## config.mk

```make
export PLATFORM = sky130hd
export DESIGN_NAME = atm_pin_verifier
export DESIGN_NICKNAME = d
export VERILOG_FILES = /design/src/rtl/atm_pin_verifier.sv
export SDC_FILE = /design/constraint.sdc
export NUM_CORES = 1
export LEC_CHECK = 0
export ABC_AREA = 1
export CAP_MARGIN = 10
export CORE_MARGIN = 8
export CORE_UTILIZATION = 51
export DETAILED_ROUTE_END_ITERATION = 12
export PLACE_DENSITY = 0.79
export SYNTH_ARGS = -nofsm -noshare
export SYNTH_HDL_FRONTEND = slang
export SYNTH_SLANG_ARGS = --single-unit
```

## constraint.sdc

```tcl
create_clock -name clk -period 1.71 [get_ports clk]
set_input_delay 0.342 -clock clk [delete_from_list [all_inputs] [get_ports clk]]
set_output_delay 0.342 -clock clk [all_outputs]
set_load 0.02 [all_outputs]
```

## src/rtl/atm_pin_verifier.sv

```systemverilog
// PIN-entry front end for the ATM controller: collects keypad digits, checks them
// against the card's reference PIN, enforces a key timeout and retains the card on lockout.
module atm_pin_verifier #(
  parameter int NUM_DIGITS  = 4,
  parameter int DIGIT_W     = 4,
  parameter int MAX_TRIES   = 3,
  parameter int TIMEOUT_CYC = 1000
) (
  input  logic                                clk,
  input  logic                                reset,
  input  logic                                cardIn,
  input  logic                                digit_valid,
  input  logic [DIGIT_W-1:0]                  digit,
  input  logic                                clear_key,
  input  logic [NUM_DIGITS*DIGIT_W-1:0]       pin_ref,
  output logic                                correctPassword,
  output logic                                wrong_pin,
  output logic                                card_retained,
  output logic [$clog2(MAX_TRIES+1)-1:0]      tries_left,
  output logic [$clog2(NUM_DIGITS+1)-1:0]     entry_count
);

  localparam int TRIES_W = $clog2(MAX_TRIES + 1);
  localparam int CNT_W   = $clog2(NUM_DIGITS + 1);
  localparam int TMR_W   = $clog2(TIMEOUT_CYC);
  localparam int PIN_W   = NUM_DIGITS * DIGIT_W;

  localparam logic [CNT_W-1:0]   LAST_IDX  = CNT_W'(NUM_DIGITS - 1);
  localparam logic [TMR_W-1:0]   TMR_LAST  = TMR_W'(TIMEOUT_CYC - 1);
  localparam logic [TRIES_W-1:0] TRIES_MAX = TRIES_W'(MAX_TRIES);

  typedef enum logic [2:0] {
    IDLE,
    COLLECT,
    CHECK,
    GRANTED,
    LOCKED
  } state_t;

  state_t            state;
  logic              mismatch;
  logic [TMR_W-1:0]  timer;
  logic [DIGIT_W-1:0] ref_dig;
  logic              key_bad;

  // Digit 0 of the reference PIN lives in the most significant slice.
  function automatic logic [DIGIT_W-1:0] ref_digit(input logic [CNT_W-1:0] idx,
                                                   input logic [PIN_W-1:0] pin);
    logic [DIGIT_W-1:0] r;
    r = '0;
    for (int i = 0; i < NUM_DIGITS; i++) begin
      if (idx == CNT_W'(i)) r = pin[(NUM_DIGITS-1-i)*DIGIT_W +: DIGIT_W];
    end
    return r;
  endfunction

  function automatic logic is_invalid_key(input logic [DIGIT_W-1:0] d);
    return 32'(d) > 32'd9;
  endfunction

  assign ref_dig = ref_digit(entry_count, pin_ref);
  assign key_bad = (digit != ref_dig) || is_invalid_key(digit);

  always_ff @(posedge clk or negedge reset) begin
    if (!reset) begin
      state           <= IDLE;
      correctPassword <= 1'b0;
      wrong_pin       <= 1'b0;
      card_retained   <= 1'b0;
      tries_left      <= TRIES_MAX;
      entry_count     <= '0;
      mismatch        <= 1'b0;
      timer           <= '0;
    end else begin
      wrong_pin <= 1'b0;
      // Card removal aborts everything silently, whatever the state.
      if (state != IDLE && !cardIn) begin
        state           <= IDLE;
        correctPassword <= 1'b0;
        card_retained   <= 1'b0;
        tries_left      <= TRIES_MAX;
        entry_count     <= '0;
        mismatch        <= 1'b0;
        timer           <= '0;
      end else begin
        case (state)
          IDLE: begin
            if (cardIn) begin
              state       <= COLLECT;
              entry_count <= '0;
              mismatch    <= 1'b0;
              timer       <= '0;
              tries_left  <= TRIES_MAX;
            end
          end
          COLLECT: begin
            if (clear_key) begin
              entry_count <= '0;
              mismatch    <= 1'b0;
              timer       <= '0;
            end else if (digit_valid) begin
              mismatch    <= mismatch | key_bad;
              entry_count <= entry_count + 1'b1;
              timer       <= '0;
              if (entry_count == LAST_IDX) state <= CHECK;
            end else if (timer == TMR_LAST) begin
              mismatch <= 1'b1;
              state    <= CHECK;
            end else begin
              timer <= timer + 1'b1;
            end
          end
          CHECK: begin
            if (!mismatch) begin
              state           <= GRANTED;
              correctPassword <= 1'b1;
            end else begin
              wrong_pin   <= 1'b1;
              tries_left  <= tries_left - 1'b1;
              entry_count <= '0;
              mismatch    <= 1'b0;
              timer       <= '0;
              if (tries_left > TRIES_W'(1)) begin
                state <= COLLECT;
              end else begin
                state         <= LOCKED;
                card_retained <= 1'b1;
              end
            end
          end
          GRANTED: correctPassword <= 1'b1;
          LOCKED: begin
            card_retained   <= 1'b1;
            correctPassword <= 1'b0;
          end
          default: state <= IDLE;
        endcase
      end
    end
  end

endmodule

```

==> metrics.txt, run 1 <==
antenna viol nets, final 0; unrepaired setup endpoints after global routing true; Max FO, Critical Path 4; IO Count 33; WS Path Type reg -> reg; CTS Buffer Depth 2; Syn. warnings 0; Critical Path RT 1940 ps; final setup vio count 1; fin cells 343; Final min period about 1800 ps; CP Cell Sequence inv_4 > ha_4 > inv_2 > nor2_4 > nand2_1 > nand3_1 > nand2_1 > nand2_1 > nand2_1 > nand2_1 > nor2_1 > nand3_1 > nand2_1 > a21oi_2; Post-Syn Area per Cell ~6.9 um2; register area 558 um2; sequential share of the synthesized area 34.2%; crit path max-delay cell type dfrtp_2; footprint of the multi-input gates 1050 um2; clock-pin slew on the worst setup and hold paths 120 ps; DRC 0; measured slew at the worst slew-check pin 278 ps; Placed Cells incl. Taps ~340; max-cap violation count 0; post-place setup slack -209 ps; drt wl/cell 13.4 um; H-Tree Depth 1; layout cell share with drive strength beyond 1 29.8%; failing checks setup timing; Min-Delay Path Class in -> async; Peak Freq 0.563 GHz; final hold slack 369 ps; relative slew slack 81.5%; post-synth net total roughly 270; Post-synth EDFFs 0; Cell variety after synth 30; row cnt 20; vias per std cell 5.11; Crit. End Element flip-flop; global-route wire length before repair 7250 um; vias in the first global route 1704; DRT iter0 DRCs 80; Final HPWL DP 3200 um; synthesized area 1620 um2; Final Slew Violations 0; gr usage total 16.9%; final WL ~4600 um; crit path launch entry_count[0]$_DFFE_PN0P_; CTS Root Cell clkbuf_4; worst skew pair latency about 300 ps; dominant cell type by area after synthesis dfrtp_1; DRT Pass-1 Iters 4; Area Growth Syn to Fin 48.2%; Final Hold Viols 0; Yosys top cell area share a little under a third; Nets 332; post-cts hold buffer count 0; Top FF cell, synth dfrtp_1; Mapped Cells 234; Die ar. 5230 um2; Design Area, Final 2400 um2; initial antenna violation count 0; die width 72.3 um; Fillers 224; Antenna diodes 0; via count around 1800; gpl congestion 0.867; CTS buffer count 3; Sink Count 22; FF-to-FF Start entry_count[0]$_DFFE_PN0P_; #FFs+latches synth 22; Crit path max-delay family simple AND/OR/NAND/NOR gates; largest net degree at the start of global routing 23; Die H 72.3 um; setup slack after layout -65.2 ps; status finished with violations; Peak VDD IR about 0.73 mV; CORE AREA 3030 um2; Worst Path Buf+Inv 2; fin crit share 104%; Post-synth ARST share 100%; IO buf count 32; synth cell count leaders nand2_1, inv_1, nand3_1, dfrtp_1, nor2_1; Most common cell on crit path nand2_1; Initial Utilization 53.5%; PD cells 979 nW/um2; Overflow after GRT 0; Placed Area 2180 um2; worst endpoint data arrival time about 2000 ps; Clock Skew 7.19 ps; largest cells by area after synthesis dfrtp_1, nand2_1, nand3_1, inv_1, ha_1; leakage about 1.2 nW; CTS tree yes; critical path launch point type flip-flop; count leader, synth nand2_1; Crit path largest cell delay 490 ps
[cell type report]
cell class / instances / share of cell area (%)
multi-input cells: 170 / 43.7
repair buffers: 62 / 22.8
well taps: 44 / 2.29
clock buffers: 4 / 1.09
inverters: 41 / 6.83
flip-flops and latches: 22 / 23.3
[worst register-to-register path: stages (launching register included)]
cell and delay, ps:
dfrtp_2 490, inv_4 110, ha_4 130, inv_2 30, nor2_4 140, nand2_1 80
nand3_1 90, nand2_1 90, nand2_1 70, nand2_1 70, nand2_1 70, nor2_1 40
nand3_1 100, nand2_1 80, a21oi_2 130
[per-layer routing]
| layer | global-route usage (%) | part of all wire (%) | wire length, um |
|---|---|---|---|
| met3 | 3.86 | 5.1 | 236 |
| met2 | 28.4 | 49 | 2230 |
| met5 | 0 | 0 | 0 |
| met4 | 4.54 | 0.59 | 27 |
| met1 | 20.9 | 46 | 2110 |
[flip-flops by register name, summed over array words and instances, names as in the netlist]
name / flops
wrong_pin: 1
state: 3
mismatch: 1
timer: 10
correctPassword: 1
card_retained: 1
tries_left: 2
entry_count: 3
[final timing paths]
kind | endpoint | slack (ps) | cells past startpoint
min | state[0]$_DFFE_PN0P_ | 370 | 2
min in group clk | tries_left[0]$_DFFE_PN1P_ | 510 | 2
min reg2reg | tries_left[0]$_DFFE_PN1P_ | 510 | 2
max in group asynchronous | tries_left[1]$_DFFE_PN1P_ | 1060 | 2
max | mismatch$_DFFE_PN0P_ | -70 | 14
max reg2reg | mismatch$_DFFE_PN0P_ | -70 | 14
[what timing repair did]
action | in CTS | in global routing
endpoints found under the setup margin | 4 | 18
pin swaps | 0 | 14
buffers inserted | 3 | 1
resized for setup | 9 | 48
endpoints found under the hold margin | 0 | 0
[power breakdown]
| group | switching, mW | internal [mW] |
|---|---|---|
| combinational | 0.790 | 0.619 |
| clock | 0.150 | 0.0908 |
| sequential | 0.0866 | 0.613 |
[per-stage QoR]
step,utilization [%],power (mW),TNS (ps)
3_3_place_gp,71.9,1.91,-1420
5_1_grt,79.3,2.54,-928
2_1_floorplan,-,1.44,0
6_report,79.3,2.35,-65.2
3_5_place_dp,71.9,1.93,-1980
4_1_cts,73.8,2.19,0
[cell usage in the layout (no fill, tap or decap), types with 4 or more instances in the layout]
master / count
nor2_1: 11
clkdlybuf4s50_1: 27
nand2_1: 49
inv_4: 4
o21ai_1: 6
nand3_1: 25
nand2_2: 8
nor3_1: 7
buf_4: 29
a21oi_1: 11
o21ai_0: 11
dfrtp_1: 16
ha_4: 5
nand3_2: 7
dfrtp_2: 4
inv_2: 6
inv_1: 31
[kinds of logic (layout without fill, tap and decap cells)]
logic type               after synthesis  in the layout  synth area share (%)
buffers and inverters                 42            107                  10.2
flip-flops                            22             22                  34.2
AND/OR/NAND/NOR                      124            124                  36.5
adder cells (fa/ha/maj)                7              7                  5.41
AO/OA/AOI/OAI                         39             39                  13.8
(Power assumes the default switching activity.)
==> run 2: changes to the inputs <==
--- a/config.mk
+++ b/config.mk
@@ -7,7 +7,7 @@
 export LEC_CHECK = 0
 export ABC_AREA = 1
 export CAP_MARGIN = 10
-export CORE_MARGIN = 8
+export CORE_MARGIN = 3
 export CORE_UTILIZATION = 51
 export DETAILED_ROUTE_END_ITERATION = 12
 export PLACE_DENSITY = 0.79
==> metrics.txt, run 2 (synthesis results as in run 1) <==
worst skew pair latency 310 ps (was 300 ps); sum of negative setup slack -64.7 ps (was -65.2 ps); Max FO, Critical Path 4 (unchanged); largest net degree at the start of global routing 23 (unchanged); Worst Path Buf+Inv 3 (was 2); Final min period 1770 ps (was 1780 ps); relative slew slack 80.2% (was 81.5%); critical path launch point type flip-flop (unchanged); DRT Pass-1 Iters 4 (unchanged); Nets 338 (was 332); via count 1856 (was 1752); leakage 1.17 nW (was 1.15 nW); vias per std cell 5.35 (was 5.11); max-cap violation count 0 (unchanged); Min-Delay Path Class in -> async (unchanged); Initial Utilization 55.8% (was 53.5%); IO buf count 32 (unchanged); unrepaired setup endpoints after global routing true (unchanged); PD cells 1000 nW/um2 (was 979 nW/um2); Peak Freq 0.563 GHz (about the same); max reg flops 10 (unchanged); antenna viol nets, final 0 (unchanged); Final HPWL DP 3210 um (was 3200 um); CTS Root Cell clkbuf_4 (unchanged); Die H 62.3 um (was 72.3 um); Largest Register timer (unchanged); Placed Area 2180 um2 (about the same); CTS Buffer Depth 2 (unchanged); Design Area, Final 2490 um2 (was 2400 um2); Antenna diodes 0 (unchanged); commonest non-fill, non-tap cells in the layout nand2_1, buf_4, inv_1 (was nand2_1, inv_1, buf_4); status finished with violations (unchanged); CTS tree yes (unchanged); WP depth 14 (unchanged); WS Path Type reg -> reg (unchanged); die width 62.3 um (was 72.3 um); Crit path largest cell delay 440 ps (was 490 ps); Final Slew Violations 0 (unchanged); Top Registers timer: 10 flops, entry_count: 3 flops, state: 3 flops (unchanged); Crit Reg-Reg Endpoint mismatch$_DFFE_PN0P_ (unchanged); Crit. End Element flip-flop (unchanged); H-Tree Depth 1 (unchanged); Overflow after GRT 0 (unchanged); Crit path max-delay family simple AND/OR/NAND/NOR gates (unchanged); crit path max-delay cell type dfrtp_1 (was dfrtp_2); measured slew at the worst slew-check pin 294 ps (was 278 ps); DRC 0 (unchanged); CORE AREA 2900 um2 (was 3030 um2); row cnt 19 (was 20); Sink Count 22 (unchanged); CP Cell Sequence inv_2 > ha_4 > inv_1 > nor2_4 > buf_6 > nand3_2 > nand3_2 > nand3_2 > nand2_1 > nand2_1 > nand2_1 > nand3_2 > nand2_1 > a21oi_2 (was inv_4 > ha_4 > inv_2 > nor2_4 > nand2_1 > nand3_1 > nand2_1 > nand2_1 > nand2_1 > nand2_1 > nor2_1 > nand3_1 > nand2_1 > a21oi_2); initial antenna violation count 0 (unchanged); reg2reg path depth 14 (unchanged); FF-to-FF Start entry_count[1]$_DFFE_PN0P_ (was entry_count[0]$_DFFE_PN0P_); total power 2.49 mW (was 2.35 mW); post-cts hold buffer count 0 (unchanged); drt wl/cell 14.3 um (was 13.4 um); layout cell share with drive strength beyond 1 35.7% (was 29.8%); gpl congestion 0.846 (was 0.867); global-route wire length before repair 7110 um (was 7250 um); DRT iter0 DRCs 147 (was 80); Clock Skew 6.42 ps (was 7.19 ps); Fillers 189 (was 224); clock-pin slew on the worst setup and hold paths 130 ps (was 120 ps); most common cell after layout, fill and taps aside nand2_1 (unchanged); final hold slack 363 ps (was 369 ps); gr usage total 22.6% (was 16.9%); R2R Setup Slk -60 ps (was -70 ps); worst endpoint data arrival time 1990 ps (was 2010 ps); final WL 4950 um (was 4600 um); IO Count 33 (unchanged); vias in the first global route 1609 (was 1704); final setup vio count 1 (unchanged); fin crit share 104% (about the same); Critical Path RT 1930 ps (was 1940 ps); Area Growth Syn to Fin 54.0% (was 48.2%); setup slack after layout -64.7 ps (was -65.2 ps); Final Hold Viols 0 (unchanged); Die ar. 3890 um2 (was 5230 um2); CTS buffer count 3 (unchanged); final core utilization 86.0% (was 79.3%); failing checks setup timing (unchanged); Peak VDD IR 0.774 mV (was 0.732 mV)
[run 2: cell count changes in the layout (fill, tap and decap cells not counted), moves of 3 or more]
cell,previous run,this run
nand3_2,7,14
nor3_1,7,4
nand3_1,25,17
ha_4,5,2
nor3_2,2,5
ha_2,0,4
buf_4,29,34
[run 2: per-layer routing]
metal,vias to the layer above,share of wire (%),track usage (%)
met5,-,0,0
met3,6,5.5,3.96
met2,62,49,35.2
met4,0,1.5,7.44
met1,876,44,31.8
li1,912,-,-
[run 2: how the worst max path moves through the flow]
stage / from / end / slack (ps)
after CTS: timer[1]$_DFFE_PN0P_ / timer[8]$_DFFE_PN0P_ / 4
final: entry_count[1]$_DFFE_PN0P_ / mismatch$_DFFE_PN0P_ / -60
after detailed placement: cardIn / timer[4]$_DFFE_PN0P_ / -240
after global routing: entry_count[1]$_DFFE_PN0P_ / mismatch$_DFFE_PN0P_ / -150
after floorplan: entry_count[0]$_DFFE_PN0P_ / mismatch$_DFFE_PN0P_ / 10
after global placement: cardIn / entry_count[0]$_DFFE_PN0P_ / -190
[run 2: report_power, final]
part           switching [mW]  total [mW]  internal (mW)
clock                   0.164       0.294          0.130
sequential             0.0870       0.702          0.615
combinational           0.852        1.50          0.647
[run 2: repair_timing]
| action | 4_1_cts | 5_1_grt |
|---|---|---|
| setup buffers | 2 | 7 |
| pin swaps | 1 | 22 |
| hold endpoints to repair | 0 | 0 |
| resized for setup | 10 | 59 |
| gates cloned | 0 | 0 |
| endpoints found under the setup margin | 12 | 17 |
[run 2: stage by stage]
step | setup WS, ps | cells
floorplan | 14.6 | 234
global placement | -194 | 334
detailed placement | -236 | 334
CTS | 4.47 | 340
global route | -152 | 347
finish | -64.7 | 347
[run 2: layout make-up]
type                            instances  area [um2]  area share [%]
Multi-Input combinational cell        170        1090            43.8
Tap cell                               42        52.6            2.11
Sequential cell                        22         558            22.4
Clock buffer                            4        36.3            1.46
Timing Repair Buffer                   68         597            23.9
Inverter                               41         159            6.37
==> run 3: changes to the inputs <==
--- a/config.mk
+++ b/config.mk
@@ -6,11 +6,10 @@
 export NUM_CORES = 1
 export LEC_CHECK = 0
 export ABC_AREA = 1
-export CAP_MARGIN = 10
 export CORE_MARGIN = 3
-export CORE_UTILIZATION = 51
+export CORE_UTILIZATION = 40
 export DETAILED_ROUTE_END_ITERATION = 12
-export PLACE_DENSITY = 0.79
+export PLACE_DENSITY_LB_ADDON = 0.2
 export SYNTH_ARGS = -nofsm -noshare
 export SYNTH_HDL_FRONTEND = slang
 export SYNTH_SLANG_ARGS = --single-unit
==> metrics.txt, run 3 (synthesis results as in run 1) <==
row cnt 22 (was 19); max reg flops 10 (unchanged); Final min period 1660 ps (was 1770 ps); Crit path largest cell delay 450 ps (was 440 ps); reg2reg path depth 11 (was 14); fin crit share 97.2% (was 104%); post-place setup slack -178 ps (was -236 ps); Critical Path RT 1910 ps (was 1930 ps); Crit Reg-Reg Endpoint mismatch$_DFFE_PN0P_ (unchanged); worst endpoint data arrival time 1860 ps (was 1990 ps); DRT iter0 DRCs 59 (was 147); crit path max-delay cell type dfrtp_2 (was dfrtp_1); unrepaired setup endpoints after global routing true (unchanged); initial antenna violation count 0 (unchanged); vias per std cell 4.87 (was 5.35); CTS buffer count 3 (unchanged); critical path launch point type flip-flop (unchanged); Most common cell on crit path nand2_1; Initial Utilization 42.9% (was 55.8%); crit path launch entry_count[0]$_DFFE_PN0P_ (was entry_count[1]$_DFFE_PN0P_); IO Count 33 (unchanged); post-cts hold buffer count 0 (unchanged); fin cells 352 (was 347); Placed Cells incl. Taps 344 (was 334); CP Cell Sequence inv_2 > ha_2 > nand2_4 > or2_2 > nand3_2 > nand2_1 > nand2_1 > nand2_1 > nand3_1 > nand2_1 > a21oi_2 (was inv_2 > ha_4 > inv_1 > nor2_4 > buf_6 > nand3_2 > nand3_2 > nand3_2 > nand2_1 > nand2_1 > nand2_1 > nand3_2 > nand2_1 > a21oi_2); Max FO, Critical Path 8 (was 4); gpl congestion 0.854 (was 0.846); clock-pin slew on the worst setup and hold paths 80 ps (was 130 ps); Crit. End Element flip-flop (unchanged); PD cells 1010 nW/um2 (was 1000 nW/um2); DRT Pass-1 Iters 4 (unchanged); max-cap violation count 0 (unchanged); Die ar. 4850 um2 (was 3890 um2); final WL 4000 um (was 4950 um); Die H 69.6 um (was 62.3 um); Area Growth Syn to Fin 46.8% (was 54.0%); CORE AREA 3770 um2 (was 2900 um2); die width 69.6 um (was 62.3 um); layout cell share with drive strength beyond 1 26.6% (was 35.7%); CTS Buffer Depth 2 (unchanged); setup slack after layout 47.4 ps (was -64.7 ps); most common cell after layout, fill and taps aside nand2_1 (unchanged); gr usage total 17.7% (was 22.6%); total power 2.40 mW (was 2.49 mW); final setup vio count 0 (was 1); worst skew pair latency 270 ps (was 310 ps); Peak Freq 0.601 GHz (was 0.563 GHz); IO buf count 32 (unchanged); via count 1714 (was 1856); register area 554 um2 (was 558 um2); antenna viol nets, final 0 (unchanged); R2R Setup Slk 50 ps (was -60 ps); Peak VDD IR 0.624 mV (was 0.774 mV); Antenna diodes 0 (unchanged); measured slew at the worst slew-check pin 272 ps (was 294 ps); Largest Register timer (unchanged); FF-to-FF Start entry_count[0]$_DFFE_PN0P_ (was entry_count[1]$_DFFE_PN0P_); status finished clean (was finished with violations); Final Hold Viols 0 (unchanged); Fillers 367 (was 189); Min-Delay Path Class in -> async (unchanged); Top Registers timer: 10 flops, entry_count: 3 flops, state: 3 flops (unchanged); commonest non-fill, non-tap cells in the layout nand2_1, buf_4, inv_1 (unchanged); global-route wire length before repair 7200 um (was 7110 um); vias in the first global route 1667 (was 1609); leakage 1.16 nW (was 1.17 nW); Nets 337 (was 338); WS Path Type reg -> reg (unchanged); final hold slack 412 ps (was 363 ps); CTS tree yes (unchanged); Final Slew Violations 0 (unchanged); sum of negative setup slack 0 ps (was -64.7 ps); Overflow after GRT 0 (unchanged); Final HPWL DP 3110 um (was 3210 um); largest net degree at the start of global routing 23 (unchanged); H-Tree Depth 1 (unchanged); drt wl/cell 11.4 um (was 14.3 um); DRC 0 (unchanged); relative slew slack 81.7% (was 80.2%); Clock Skew 4.51 ps (was 6.42 ps); footprint of the multi-input gates 968 um2 (was 1090 um2); Sink Count 22 (unchanged); CTS Root Cell clkbuf_8 (was clkbuf_4)
## run 3: metal layers
| layer | wire [um] | GRT usage (%) | up-vias |
|---|---|---|---|
| met2 | 1660 | 26.0 | 37 |
| met5 | 0 | 0 | - |
| met1 | 2090 | 26.0 | 772 |
| met3 | 196 | 3.62 | 5 |
| met4 | 54 | 5.53 | 0 |
| li1 | - | - | 900 |
## run 3: layout make-up
| type | count | area share, % |
|---|---|---|
| clock buffers | 4 | 2.32 |
| inverters | 41 | 6.58 |
| multi-input cells | 170 | 40.7 |
| flip-flops and latches | 22 | 23.3 |
| well taps | 48 | 2.53 |
| repair buffers | 67 | 24.5 |
## run 3: through the flow
stage,cell area [um2],util [%]
after global placement,2220,58.9
after floorplan,1620,-
final,2380,63.0
after detailed placement,2220,58.9
after CTS,2290,60.7
after global routing,2380,63.0
## run 3: timing repair
item | CTS | global route
endpoints found under the setup margin | 4 | 15
resized for setup | 8 | 28
buffers inserted | 1 | 3
pin swaps | 0 | 6
## run 3: worst max-delay path, delay by kind of cell (launching register included)
| family | cells | cell delay [ps] |
|---|---|---|
| buf+inv | 1 | 80 |
| flops | 1 | 450 |
| fa+ha+maj | 1 | 190 |
| compound gates | 1 | 120 |
| simple gates | 8 | 760 |
## run 3: worst max-delay path by stage
stage,slack (ps),depth (start not counted),endpoint
4_1_cts,1,11,mismatch$_DFFE_PN0P_
3_3_place_gp,-160,8,entry_count[0]$_DFFE_PN0P_
6_report,50,11,mismatch$_DFFE_PN0P_
5_1_grt,-100,12,mismatch$_DFFE_PN0P_
3_5_place_dp,-180,9,timer[4]$_DFFE_PN0P_
2_1_floorplan,10,12,mismatch$_DFFE_PN0P_
## run 3: power breakdown
group	switching [mW]	internal, mW	total [mW]
Sequential	0.0845	0.613	0.698
Clock	0.172	0.205	0.377
Combinational	0.726	0.595	1.32
